`src/rtl/engine_pkg.sv`:
```
// Shared types and constants for the engine match collector.
package engine_pkg;

  // Packet collection phases: waiting for sod, inside packet, engine pipeline drain.
  typedef enum logic [1:0] {
    COLLECT_IDLE = 2'd0,
    ACTIVE       = 2'd1,
    DRAIN        = 2'd2
  } collect_state_t;

  // Report stream: idle, or emitting beats for one snapshot.
  typedef enum logic {
    R_IDLE = 1'b0,
    R_EMIT = 1'b1
  } report_state_t;

  // Last char flop + end-state flop inside each engine.
  localparam int DRAIN_CYC_DEF = 2;
  localparam int DROP_W        = 16;

endpackage

```
`src/rtl/lowest_set_encoder.sv`:
```
// Combinational priority encoder: index of the lowest set bit, plus
// any-set and exactly-one-set flags.
module lowest_set_encoder #(
  parameter int NUM_ENGINES = 16,
  parameter int ID_W        = 8
) (
  input  logic [NUM_ENGINES-1:0] vec,
  output logic [ID_W-1:0]        idx,
  output logic                   any,
  output logic                   only_one
);

  localparam logic [NUM_ENGINES-1:0] ONE = NUM_ENGINES'(1);

  // Scan high to low so the lowest set bit wins.
  always_comb begin
    idx = '0;
    for (int i = NUM_ENGINES - 1; i >= 0; i--) begin
      if (vec[i]) idx = ID_W'(i);
    end
  end

  assign any      = |vec;
  // Clearing the lowest set bit leaves nothing when only one bit is set.
  assign only_one = any && ((vec & (vec - ONE)) == '0);

endmodule

```
`src/rtl/engine_match_collector.sv`:
```
// Collects sticky engine match lines over one packet, snapshots them once the
// engine pipeline has drained, and streams the fired engine IDs lowest first.
module engine_match_collector
  import engine_pkg::*;
#(
  parameter int NUM_ENGINES = 16,
  parameter int ID_W        = 8,
  parameter int DRAIN_CYC   = DRAIN_CYC_DEF,
  parameter int PKT_W       = 16
) (
  input  logic                   clk,
  input  logic                   rst_n,
  input  logic                   sod,
  input  logic                   eod,
  input  logic                   en,
  input  logic [NUM_ENGINES-1:0] match_in,
  output logic                   m_valid,
  input  logic                   m_ready,
  output logic [ID_W-1:0]        m_engine_id,
  output logic                   m_nomatch,
  output logic                   m_last,
  output logic [PKT_W-1:0]       m_pkt_no,
  output logic [DROP_W-1:0]      drop_cnt,
  output logic                   busy
);

  localparam int CNT_W = (DRAIN_CYC < 1) ? 1 : $clog2(DRAIN_CYC + 1);
  localparam logic [NUM_ENGINES-1:0] ONE = NUM_ENGINES'(1);

  collect_state_t c_state, c_next;
  report_state_t  r_state, r_next;

  logic [NUM_ENGINES-1:0] seen, snap, snap_val, enc_in, enc_rest;
  logic [CNT_W-1:0]       drain_cnt;
  logic [PKT_W-1:0]       pkt_cnt;
  logic [ID_W-1:0]        enc_idx;
  logic                   enc_any, enc_one;
  logic                   seen_clr, seen_acc, cnt_load, cnt_dec, snap_fire;
  logic                   load, drop, hs;

  assign snap_val = seen | match_in;
  assign hs       = m_valid & m_ready;
  assign busy     = (c_state != COLLECT_IDLE) || (r_state != R_IDLE);

  // One encoder serves both the first beat (fresh snapshot) and later beats
  // (remaining bits); enc_rest is its input with the reported bit removed.
  assign enc_in   = load ? snap_val : snap;
  assign enc_rest = enc_in & (enc_in - ONE);

  lowest_set_encoder #(
    .NUM_ENGINES (NUM_ENGINES),
    .ID_W        (ID_W)
  ) u_enc (
    .vec      (enc_in),
    .idx      (enc_idx),
    .any      (enc_any),
    .only_one (enc_one)
  );

  // State registers for both FSMs.
  always_ff @(posedge clk or negedge rst_n) begin
    if (!rst_n) begin
      c_state <= COLLECT_IDLE;
      r_state <= R_IDLE;
    end else begin
      c_state <= c_next;
      r_state <= r_next;
    end
  end

  // Collect next-state: sod always restarts (ignoring match_in that cycle,
  // engines are clearing); a sod during DRAIN silently aborts that packet.
  always_comb begin
    c_next    = c_state;
    seen_clr  = 1'b0;
    seen_acc  = 1'b0;
    cnt_load  = 1'b0;
    cnt_dec   = 1'b0;
    snap_fire = 1'b0;
    if (sod) begin
      seen_clr = 1'b1;
      cnt_load = eod;
      c_next   = eod ? DRAIN : ACTIVE;
    end else begin
      case (c_state)
        ACTIVE: begin
          seen_acc = 1'b1;
          if (eod) begin
            cnt_load = 1'b1;
            c_next   = DRAIN;
          end
        end
        DRAIN: begin
          seen_acc = 1'b1;
          if (drain_cnt == '0) begin
            snap_fire = 1'b1;
            c_next    = COLLECT_IDLE;
          end else if (en) begin
            cnt_dec = 1'b1;
          end
        end
        default: ;
      endcase
    end
  end

  // Report next-state: a snapshot is accepted only when the stream is idle.
  always_comb begin
    r_next = r_state;
    load   = 1'b0;
    drop   = 1'b0;
    case (r_state)
      R_IDLE: begin
        if (snap_fire) begin
          load   = 1'b1;
          r_next = R_EMIT;
        end
      end
      R_EMIT: begin
        drop = snap_fire;
        if (hs && m_last) r_next = R_IDLE;
      end
      default: ;
    endcase
  end

  // Collect datapath: accumulated matches, drain counter, packet and drop counters.
  always_ff @(posedge clk or negedge rst_n) begin
    if (!rst_n) begin
      seen      <= '0;
      drain_cnt <= '0;
      pkt_cnt   <= '0;
      drop_cnt  <= '0;
    end else begin
      if (seen_clr)      seen <= '0;
      else if (seen_acc) seen <= snap_val;
      if (cnt_load)      drain_cnt <= CNT_W'(DRAIN_CYC);
      else if (cnt_dec)  drain_cnt <= drain_cnt - CNT_W'(1);
      if (snap_fire)     pkt_cnt <= pkt_cnt + PKT_W'(1);
      if (drop && (drop_cnt != '1)) drop_cnt <= drop_cnt + DROP_W'(1);
    end
  end

  // Registered beat outputs; held while stalled, advanced one bit per handshake.
  always_ff @(posedge clk or negedge rst_n) begin
    if (!rst_n) begin
      m_valid     <= 1'b0;
      m_engine_id <= '0;
      m_nomatch   <= 1'b0;
      m_last      <= 1'b0;
      m_pkt_no    <= '0;
      snap        <= '0;
    end else if (load) begin
      m_valid     <= 1'b1;
      m_engine_id <= enc_idx;
      m_nomatch   <= !enc_any;
      m_last      <= !enc_any || enc_one;
      m_pkt_no    <= pkt_cnt;
      snap        <= enc_rest;
    end else if (hs) begin
      if (m_last) begin
        m_valid     <= 1'b0;
        m_engine_id <= '0;
        m_nomatch   <= 1'b0;
        m_last      <= 1'b0;
      end else begin
        m_engine_id <= enc_idx;
        m_last      <= enc_one;
        snap        <= enc_rest;
      end
    end
  end

endmodule

```
`config.mk`:
```
export PLATFORM = sky130hd
export DESIGN_NAME = engine_match_collector
export DESIGN_NICKNAME = d
export VERILOG_FILES = /design/src/rtl/engine_pkg.sv /design/src/rtl/lowest_set_encoder.sv /design/src/rtl/engine_match_collector.sv
export SDC_FILE = /design/constraint.sdc
export NUM_CORES = 1
export LEC_CHECK = 0
export BUFFER_PORTS_ARGS = -buffer_cell sky130_fd_sc_hd__buf_2
export CAP_MARGIN = 20
export CORE_MARGIN = 5
export CORE_UTILIZATION = 45
export DETAILED_ROUTE_END_ITERATION = 12
export PLACE_DENSITY = 0.68
export SETUP_SLACK_MARGIN = 0.02
export SYNTH_ARGS = -nofsm -noshare
export SYNTH_HDL_FRONTEND = slang
export SYNTH_HIERARCHICAL = 1
export SYNTH_SLANG_ARGS = --single-unit
```
`constraint.sdc`:
```
create_clock -name clk -period 2.7 [get_ports clk]
set_input_delay 0.135 -clock clk [delete_from_list [all_inputs] [get_ports clk]]
set_output_delay 0.135 -clock clk [all_outputs]
set_load 0.01 [all_outputs]
```
==> metrics.txt, run 1 <==
CP max FO=4; Synth Cell Area=4750 um2; RSZ-0062 raised after global routing=true; TritonCTS clock tree=built; Setup WS post-layout=-0.0534 ns; Final Net Count=652; core area=10,300 um2; I/O pins=66; Synth Instances=504; crit-path leading delay family=simple AND/OR/NAND/NOR gates; routed length per instance=15.4 um; ys flop type=dfrtp_1; initial antenna violation count=0; total CTS buffers=9; critical path's slowest cell=dfrtp_1; Max Cap Viol=0; synth-to-layout area growth=27.1%; Post-Syn Area per Cell=9.42 um2; Netlist cell types=58; Ant. Diodes=0; WHS=0.00181 ns; failing checks=setup timing; outcome=complete, but fails checks; kind of critical path=reg2reg; I/O Buffers=65; CTS Root Buffer Type=clkbuf_8; Residual DRC=0; Slew headroom=55.7%; clk_lat worst skew=0.38 ns; min cycle time layout=2.75 ns; Synth Register Bits=95; ys async rst share=100%; Worst Setup End Kind=flop; final hold violations=0; Longest Clk Path Bufs=2; Pleak=3.06 nW; vias in the first global route=4,084; setup violators final=1; Post-synth EDFFs=0; Die ar.=12,700 um2; commonest non-fill, non-tap cell in the layout=dfrtp_1; Final Wtd Congestion=0.834; Startpoint Class=flop; register area=2380 um2; total grt overflow=0; via count=4,123; hpwl dp=8250 um; Initial Util=46.0%; first-pass GRT wire length=19,500 um; clk sinks=95; pre-CTS setup slack=-0.147 ns; Final period util=102%; largest net degree at the start of global routing=53; Filler cells=896; WP data arrival=3.06 ns; commonest non-fill, non-tap cells in the layout=95 x dfrtp_1, 90 x nand2_1, 64 x buf_2; via density per instance=5.39; share of cells above drive strength 1=30.2%; CP Data Required Time=3.01 ns; clock-pin slew on the worst setup and hold paths=0.10 ns; Max Clock Skew=0.0215 ns; Max Clock Freq=363 MHz; fin. max-slew vios=0; H-Tree Depth=3; Final ANT Viol Nets=0; Hold Path Class=in2reg; # rows=37; synth warn=6; DRT Wirelength=11,700 um; CP dominant cell by count=buf_4; Vert. Die Dim=113 um; Power Density=882 nW/um2; worst slew pin tran=0.665 ns; area occupied by multi-input gates=2370 um2; VDD IR max=0.000399 V; initial DRC count=273; die width=113 um; first drt pass iteration count=4; All-Layer GR Usage=18.7%; slowest stage delay, CP=0.40 ns; CP Cell Sequence=inv_2 -> ha_4 -> nand4bb_4 -> buf_4 -> or3_1 -> o21ai_2 -> inv_1 -> buf_4 -> o21a_1 -> o22ai_2 -> a21oi_2 -> nor4_2 -> nand3_1 -> nor2_1 -> a21oi_1 -> o21ai_1; Worst Path Buf+Inv=4; Seq/Total Area, Yosys=50.1%
## per-layer routing
metal	wire length, um	share of wire (%)	global-route usage [%]
met3	648	5.5	3.42
met1	5260	45	25.5
met5	0	0	0
met4	285	2.4	8.33
met2	5550	47	29.3
## cells by family after synthesis
| group | after synthesis | share of synthesized area [%] |
|---|---|---|
| flip-flops | 95 | 50.1 |
| other | 1 | 0.0790 |
| AND/OR/NAND/NOR | 233 | 24.2 |
| AO/OA/AOI/OAI | 94 | 13.4 |
| adder cells (fa/ha/maj) | 6 | 1.58 |
| XOR/XNOR | 32 | 5.90 |
| buffers and inverters | 39 | 3.85 |
| multiplexers | 4 | 0.922 |
## report_power, final
group          internal, W  switching, W
clock             0.000541      0.000550
combinational      0.00116       0.00120
sequential         0.00167      0.000207
## worst reg2reg max path: stages (launching register included)
cell       delay, ns
dfrtp_1         0.40
inv_2           0.09
ha_4            0.17
nand4bb_4       0.14
buf_4           0.17
or3_1           0.34
o21ai_2         0.08
inv_1           0.06
buf_4           0.14
o21a_1          0.20
o22ai_2         0.14
a21oi_2         0.08
nor4_2          0.32
nand3_1         0.11
nor2_1          0.09
a21oi_1         0.04
o21ai_1         0.10
## final timing paths
check / from / to / slack (ns) / cells after the start
worst max-delay path: c_state[0] / m_last / -0.05 / 16
worst min-delay path: match_in[4] / seen[4] / 0.002 / 3
worst max register to register: c_state[0] / m_last / -0.05 / 16
worst min register to register: m_pkt_no[8] / m_pkt_no[8] / 0.48 / 2
max in group asynchronous: rst_n / snap[9] / 1.66 / 3
min in group asynchronous: rst_n / m_pkt_no[14] / 0.33 / 2
## registers in the layout, indices dropped and copies added (netlist names), 2 cells and up
signal and cells:
m_engine_id 8, seen 16, snap 15, drop_cnt 16, m_pkt_no 16, pkt_cnt 16
c_state 2, drain_cnt 2
## synthesized netlist by cell type, drive strengths merged, types with 2 or more instances
cell / instances / area (um2)
xnor2: 17 / 149
a21oi: 27 / 135
and2: 3 / 18.8
or4: 4 / 37.5
clkbuf: 3 / 11.3
mux2: 3 / 33.8
buf: 19 / 108
nand2: 96 / 363
nor4: 13 / 139
nor3: 11 / 60.1
dfrtp: 95 / 2380
o22ai: 3 / 18.8
o21a: 2 / 15.0
a22o: 9 / 80.1
xor2: 15 / 131
nor2: 54 / 203
inv: 17 / 63.8
o31a: 3 / 26.3
and4: 2 / 17.5
or3: 6 / 37.5
a211oi: 4 / 42.5
o31ai: 4 / 30.0
ha: 6 / 75.1
o21ai: 25 / 125
o221ai: 2 / 17.5
a21o: 2 / 15.0
nand4: 7 / 43.8
nor2b: 4 / 25.0
and3: 5 / 31.3
nand3: 21 / 105
o211ai: 3 / 36.3
a21boi: 5 / 45.0
## final cells by class
type | instances | share of cell area (%)
Clock buffer | 9 | 2.05
Timing Repair Buffer | 127 | 13.6
Inverter | 17 | 1.06
Sequential cell | 95 | 39.4
Multi-Input combinational cell | 374 | 39.2
Tap cell | 136 | 2.82
Clock inverter | 7 | 1.85
## through the flow
| step | util, % | std cells | total power (W) | area, um2 | setup TNS [ns] |
|---|---|---|---|---|---|
| floorplan | - | 507 | 0.00316 | 4830 | -0.0538 |
| global placement | 53.2 | 727 | 0.00381 | 5490 | -0.0265 |
| detailed placement | 53.2 | 727 | 0.00388 | 5490 | -0.165 |
| CTS | 57.4 | 759 | 0.00519 | 5920 | -0.0949 |
| global route | 58.5 | 765 | 0.00565 | 6030 | -0.390 |
| finish | 58.5 | 765 | 0.00532 | 6030 | -0.0534 |
## timing repair
action | 4_1_cts | 5_1_grt
endpoints found under the setup margin | 2 | 3
cloned | 0 | 1
resized for setup | 18 | 21
buffers inserted | 13 | 6
hold buffers | 3 | 0
hold endpoints to repair | 53 | 0
pin swaps | 4 | 16
Power figures use the tool's default switching activity.
==> run 2: changes to the inputs <==
==> constraint.sdc (replaced) <==
create_clock -name clk -period 2.46 [get_ports clk]
set_input_delay 0.123 -clock clk [delete_from_list [all_inputs] [get_ports clk]]
set_output_delay 0.123 -clock clk [all_outputs]
set_load 0.01 [all_outputs]
==> run 2 against run 1 <==
Compared with the run above: the run still ends with setup timing left; count of clock-buffer cells in the layout increased by 1; clock power shrank 6%; combinational power rose by 17%; hold slack better by 0.012 ns; sequential share of layout area is 0.50 points lower; cell area increased by 1.3%; clock skew shrank 0.0036 ns; global-route usage is 0.24 points lower; non-clock buffer count increased by 11; critical path type unchanged; largest cell class is now multi-input combinational cells.
==> metrics.txt, run 2 (synthesis gave the netlist of run 1 again) <==
outcome=complete, but fails checks; failing checks=setup timing; net switching power=0.00219 W (+12%); All-Layer GR Usage=18.5% (-0.24 points); worst reg2reg setup slack=-0.28 ns (-0.23 ns); Ant. Diodes=0 (unchanged); setup violators final=2 (+1); Net Sw Frac=37.6% (+0.92 points); vias in the first global route=4,079 (-0.12%); Hold Path Depth=3 (unchanged); CP max FO=4 (unchanged); synth-to-layout area growth=28.7%; commonest non-fill, non-tap cell in the layout=dfrtp_1; VDD IR max=0.000479 V (+20%); Final Net Count=662 (+1.5%); CP Data Required Time=2.77 ns (-0.24 ns); WHS=0.0135 ns (+0.0117 ns); Die ar.=12,700 um2 (unchanged); Tot Pwr=0.00583 W (+9.5%); total negative setup slack=-0.346 ns (-0.293 ns); core area=10,300 um2 (unchanged); Longest Clk Path Bufs=2 (unchanged); routed length per instance=14.7 um (-4.2%); Max Clock Skew=0.0179 ns (-0.00361 ns); reg2reg start=c_state[0]; TritonCTS clock tree=built; Worst R2R End=m_last; via count=4,076 (-1.1%); Slew headroom=62.4% (+6.7 points); I/O pins=66 (unchanged); total CTS buffers=9 (unchanged); clk_lat worst skew=0.38 ns (about the same); share of power burned in registers=35.3% (about the same); hpwl dp=8150 um (-1.2%); RSZ-0062 raised after global routing=true; clock group share of total power=17.5% (-3.0 points); # rows=37 (unchanged); initial DRC count=213 (-22%); fin. max-slew vios=0 (unchanged); Max Clock Freq=365 MHz (+0.54%); die width=113 um (unchanged); CP Cell Sequence=inv_2 -> ha_4 -> nand4bb_4 -> buf_6 -> or3_1 -> o21ai_2 -> inv_1 -> buf_4 -> o21a_1 -> o22ai_1 -> a21oi_1 -> nor4_2 -> nand3_1 -> nor2_1 -> a21oi_1 -> o21ai_1; Vert. Die Dim=113 um (unchanged); DRT Wirelength=11,400 um (-2.9%); kind of critical path=reg2reg; total grt overflow=0 (unchanged); largest net degree at the start of global routing=44 (-17%); Hold Path Sink=seen[10]; commonest non-fill, non-tap cells in the layout=95 x dfrtp_1, 94 x nand2_1, 64 x buf_2; Final Wtd Congestion=0.803 (-3.8%); clk sinks=95 (unchanged); Max Cap Viol=0 (unchanged); HP Start=match_in[10]; Startpoint Class=flop; Worst Setup SP=c_state[0]; final hold violations=0 (unchanged); Gate power share=47.2% (+3.0 points); P_int=0.00364 W (+7.9%); share of cells above drive strength 1=31.8% (+1.6 points); CTS Root Buffer Type=clkbuf_8; H-Tree Depth=3 (unchanged); Setup WS post-layout=-0.279 ns (-0.225 ns); Worst Setup End Kind=flop; slowest stage delay, CP=0.41 ns (about the same); Power Density=954 nW/um2 (+8.1%); Pleak=3.08 nW (+0.81%); via density per instance=5.26 (-2.4%); Initial Util=46.0% (unchanged); Hold Path Class=in2reg; reg2reg path depth=16 (unchanged); clock-pin slew on the worst setup and hold paths=0.10 ns (about the same); initial antenna violation count=0 (unchanged); min cycle time layout=2.74 ns (-0.0147 ns); first-pass GRT wire length=19,500 um (-0.32%); worst slew pin tran=0.564 ns (-0.101 ns); Residual DRC=0 (unchanged); CP dominant cell by count=a21oi_1; first drt pass iteration count=7 (+3); WP data arrival=3.04 ns (-0.02 ns); Final period util=111% (+9.4 points); Final ANT Viol Nets=0 (unchanged); Core Util, Final=59.2% (+0.75 points); I/O Buffers=65 (unchanged); critical path's slowest cell=dfrtp_1; Filler cells=894 (-0.22%)
==> run 2: cell types whose count changed in the layout (fill, tap and decap cells not counted), moves of 3 or more <==
cell / change
buf_4: +3
buf_6: +6
dlygate4sd3_1: +3
nand2_1: +4
nor2_4: +3
==> run 2: layer usage <==
metal	vias to the layer above	wire length, um	GRT usage, %
met5	-	0	0
met4	0	176	6.01
met3	16	520	2.62
met2	98	5370	29.1
met1	1972	5340	26.5
li1	1990	-	-
==> run 2: worst max path at each step <==
stage,end,slack (ns),cells after the start
floorplan,m_last,-0.29,17
global placement,m_last,-0.22,15
detailed placement,m_last,-0.40,15
CTS,m_last,-0.33,16
global route,m_last,-0.49,17
finish,m_last,-0.28,16
==> run 2: area by class of cell <==
class	instances	area [um2]	area share, %
tap	136	170	2.78
sequential	95	2380	38.9
clock inverter	6	50.0	0.819
inverter	17	63.8	1.04
multi-input combinational	373	2390	39.1
clock buffer	10	138	2.25
timing repair buffer	138	921	15.1
==> run 2: what timing repair did <==
action / 4_1_cts / 5_1_grt
hold endpoints to repair: 45 / 0
gates resized for setup: 24 / 30
setup buffers: 10 / 6
endpoints found under the setup margin: 6 / 7
pin swaps: 10 / 14
hold buffers: 6 / 0
==> run 2: metrics by stage <==
stage          area [um2]  std cells  worst slack [ns]
2_1_floorplan        4830        507            -0.294
3_3_place_gp         5550        737            -0.223
3_5_place_dp         5550        737            -0.398
4_1_cts              5950        769            -0.327
5_1_grt              6110        775            -0.487
6_report             6110        775            -0.279
==> run 2: power by group through the flow <==
stage               Sequential [W]  Combinational (W)  Clock [W]
finish                     0.00206            0.00275    0.00102
global route               0.00211            0.00298    0.00111
CTS                        0.00205            0.00243    0.00104
detailed placement         0.00208            0.00228          0
global placement           0.00206            0.00221          0
floorplan                  0.00208            0.00138          0
==> run 2: critical path: cells and delay by family (launching register included) <==
| family | cells | cell delay (ns) |
|---|---|---|
| simple gates | 5 | 0.99 |
| compound gates | 6 | 0.67 |
| buf+inv | 4 | 0.46 |
| flops | 1 | 0.41 |
| fa+ha+maj | 1 | 0.16 |
==> run 3: changes to the inputs <==
--- a/config.mk
+++ b/config.mk
@@ -7,8 +7,10 @@
 export LEC_CHECK = 0
 export BUFFER_PORTS_ARGS = -buffer_cell sky130_fd_sc_hd__buf_2
 export CAP_MARGIN = 20
+export CORE_ASPECT_RATIO = 1.5
 export CORE_MARGIN = 5
 export CORE_UTILIZATION = 45
+export CTS_BUF_LIST = sky130_fd_sc_hd__clkbuf_8
 export DETAILED_ROUTE_END_ITERATION = 12
 export PLACE_DENSITY = 0.68
 export SETUP_SLACK_MARGIN = 0.02
==> run 3 against run 2 <==
Compared with the run above: the flow still finishes with violations (setup timing); clock skew shrank 0.0057 ns; clock power rose by 14%; core utilization down 1.4 points; cell area fell by 0.86%; routed wire length fell by 2.5%; hold slack improved by 0.0069 ns; cell count shrank 0.13%; sequential power is essentially flat; global-route usage down 0.25 points; die area up 0.34%; flip-flop and latch count stayed put; largest cell class is now registers.
==> metrics.txt, run 3 (synthesis gave the netlist of run 1 again) <==
CP dominant cell by count=inv_2; die width=93.9 um (-17%); Core Util, Final=57.8% (-1.4 points); RSZ-0062 raised after global routing=true; final hold violations=0 (unchanged); commonest non-fill, non-tap cells in the layout=95 x dfrtp_1, 94 x nand2_1, 64 x buf_2; commonest non-fill, non-tap cell in the layout=dfrtp_1; Design Area, Final=6060 um2 (-0.86%); outcome=complete, but fails checks; hpwl dp=8280 um (+1.6%); initial antenna violation count=0 (unchanged); All-Layer GR Usage=18.2% (-0.25 points); Ant. Diodes=0 (unchanged); Max Cap Viol=0 (unchanged); clk_lat worst skew=0.37 ns (about the same); synth-to-layout area growth=27.6%; placed cell count=747 (+1.4%); CP max FO=6 (+2); Tot Pwr=0.00582 W (-0.23%); H-Tree Depth=3 (unchanged); via density per instance=5.13 (-2.5%); CP Data Required Time=2.72 ns (-0.05 ns); largest net degree at the start of global routing=60 (+36%); initial DRC count=192 (-9.9%); Pleak=3.05 nW (-1.1%); clock group share of total power=20.0% (+2.5 points); Filler cells=971 (+8.6%); min cycle time layout=2.70 ns (-0.0366 ns); DRT Wirelength=11,100 um (-2.5%); core area=10,500 um2 (+1.5%); fin. max-slew vios=0 (unchanged); failing checks=setup timing; Met2 Wirelength=5540 um (+3.3%); clock-pin slew on the worst setup and hold paths=0.10 ns (about the same); Initial Util=45.3% (-0.66 points); # rows=46 (+24%); Gate power share=44.8% (-2.4 points); clk sinks=95 (unchanged); kind of critical path=reg2reg; Max Clock Skew=0.0122 ns (-0.00569 ns); register area=2380 um2 (unchanged); Power Density=960 nW/um2 (+0.64%); Metal-1 WL=4740 um (-11%); I/O Buffers=65 (unchanged); CP Cell Sequence=inv_2 -> ha_4 -> nand4bb_4 -> or3_4 -> o21ai_4 -> inv_2 -> buf_6 -> nor2_4 -> nor3_2 -> o31ai_1 -> buf_4 -> a211oi_2 -> o31a_1 -> a22o_1; vias in the first global route=4,024 (-1.3%); Final period util=110% (-1.5 points); WP data arrival=2.96 ns (-0.08 ns); Residual DRC=0 (unchanged); CTS Root Buffer Type=clkbuf_8; Non-Filler Instances=774 (-0.13%); P_int=0.00371 W (+2.1%); share of power burned in registers=35.3% (about the same); Final Net Count=653 (-1.4%); Longest Clk Path Bufs=2 (unchanged); VDD IR max=0.000461 V (-3.8%); net switching power=0.00210 W (-4.1%); via count=3,970 (-2.6%); Setup WS post-layout=-0.242 ns (+0.0366 ns); Final Wtd Congestion=0.900 (+12%); I/O pins=66 (unchanged); critical path's slowest cell=or3_4; share of cells above drive strength 1=30.5% (-1.3 points); Worst Setup End Kind=flop; Net Sw Frac=36.2% (-1.5 points); Max Clock Freq=370 MHz (+1.4%); top sig layer=met4; setup violators final=2 (unchanged); Die ar.=12,700 um2 (+0.34%); first-pass GRT wire length=18,500 um (-4.8%); Final ANT Viol Nets=0 (unchanged); placed inst area=5590 um2 (+0.68%); TritonCTS clock tree=built; first drt pass iteration count=4 (-3); Hold Path Class=in2reg; slowest stage delay, CP=0.43 ns (+0.02 ns); met3 routed WL=544 um (+4.6%); Startpoint Class=flop; total negative setup slack=-0.422 ns (-0.0753 ns); routed length per instance=14.4 um (-2.4%); total CTS buffers=9 (unchanged); Vert. Die Dim=136 um (+20%); area occupied by multi-input gates=2370 um2 (-0.84%); total grt overflow=0 (unchanged)
-- run 3: changes by cell type in the layout (fill, tap and decap cells not counted), sizes merged --
cell / before / now
clkinvlp: 1 / 2
bufinv: 0 / 2
dlygate4sd3: 6 / 4
inv: 21 / 19
clkbuf: 10 / 9
buf: 132 / 125
-- run 3: area by class of cell --
cell class | instances | share of cell area, %
flip-flops and latches | 95 | 39.2
inverters | 17 | 1.05
clock buffers | 9 | 2.04
well taps | 144 | 2.97
repair buffers | 129 | 13.8
multi-input cells | 373 | 39.1
clock inverters | 7 | 1.71
-- run 3: path summary, 6_finish.rpt --
path	from	endpoint	slack (ns)	cells past startpoint
worst max-delay path	c_state[0]	m_engine_id[1]	-0.24	14
worst min-delay path	match_in[15]	seen[15]	0.02	3
worst max register to register	c_state[0]	m_engine_id[1]	-0.24	14
worst min register to register	pkt_cnt[15]	pkt_cnt[15]	0.47	1
max in group asynchronous	rst_n	seen[13]	1.54	3
min in group asynchronous	rst_n	pkt_cnt[7]	0.23	2
-- run 3: through the flow --
stage | hold slack (ns) | setup slack (ns)
3_3_place_gp | 0.113 | -0.201
2_1_floorplan | -0.173 | -0.294
6_report | 0.0204 | -0.242
5_1_grt | 0.0156 | -0.457
4_1_cts | 0.00440 | -0.177
3_5_place_dp | 0.118 | -0.291
-- run 3: repair_timing --
action,4_1_cts,5_1_grt
hold buffers,3,1
setup endpoints to repair,6,6
pin swaps,1,7
buffers inserted,2,5
gates resized for setup,19,20
hold endpoints to repair,38,1
-- run 3: power groups by stage --
stage / Sequential (W) / Clock, W / Combinational (W)
2_1_floorplan: 0.00208 / 0 / 0.00138
3_3_place_gp: 0.00206 / 0 / 0.00228
3_5_place_dp: 0.00207 / 0 / 0.00232
4_1_cts: 0.00204 / 0.00119 / 0.00244
5_1_grt: 0.00209 / 0.00125 / 0.00286
6_report: 0.00205 / 0.00116 / 0.00261
-- run 3: metal layers --
metal | GRT usage (%) | vias to the layer above
met4 | 7.07 | 0
li1 | - | 1971
met1 | 21.6 | 1888
met2 | 31.7 | 87
met3 | 4.26 | 24
met5 | 0 | -
-- run 3: worst max-delay path: cells and delay by family, from the launching register on --
| family | cells | cell delay (ns) |
|---|---|---|
| AO/OA/AOI/OAI | 5 | 0.85 |
| buffers and inverters | 4 | 0.43 |
| flip-flops | 1 | 0.41 |
| adder cells (fa/ha/maj) | 1 | 0.15 |
| AND/OR/NAND/NOR | 4 | 0.75 |
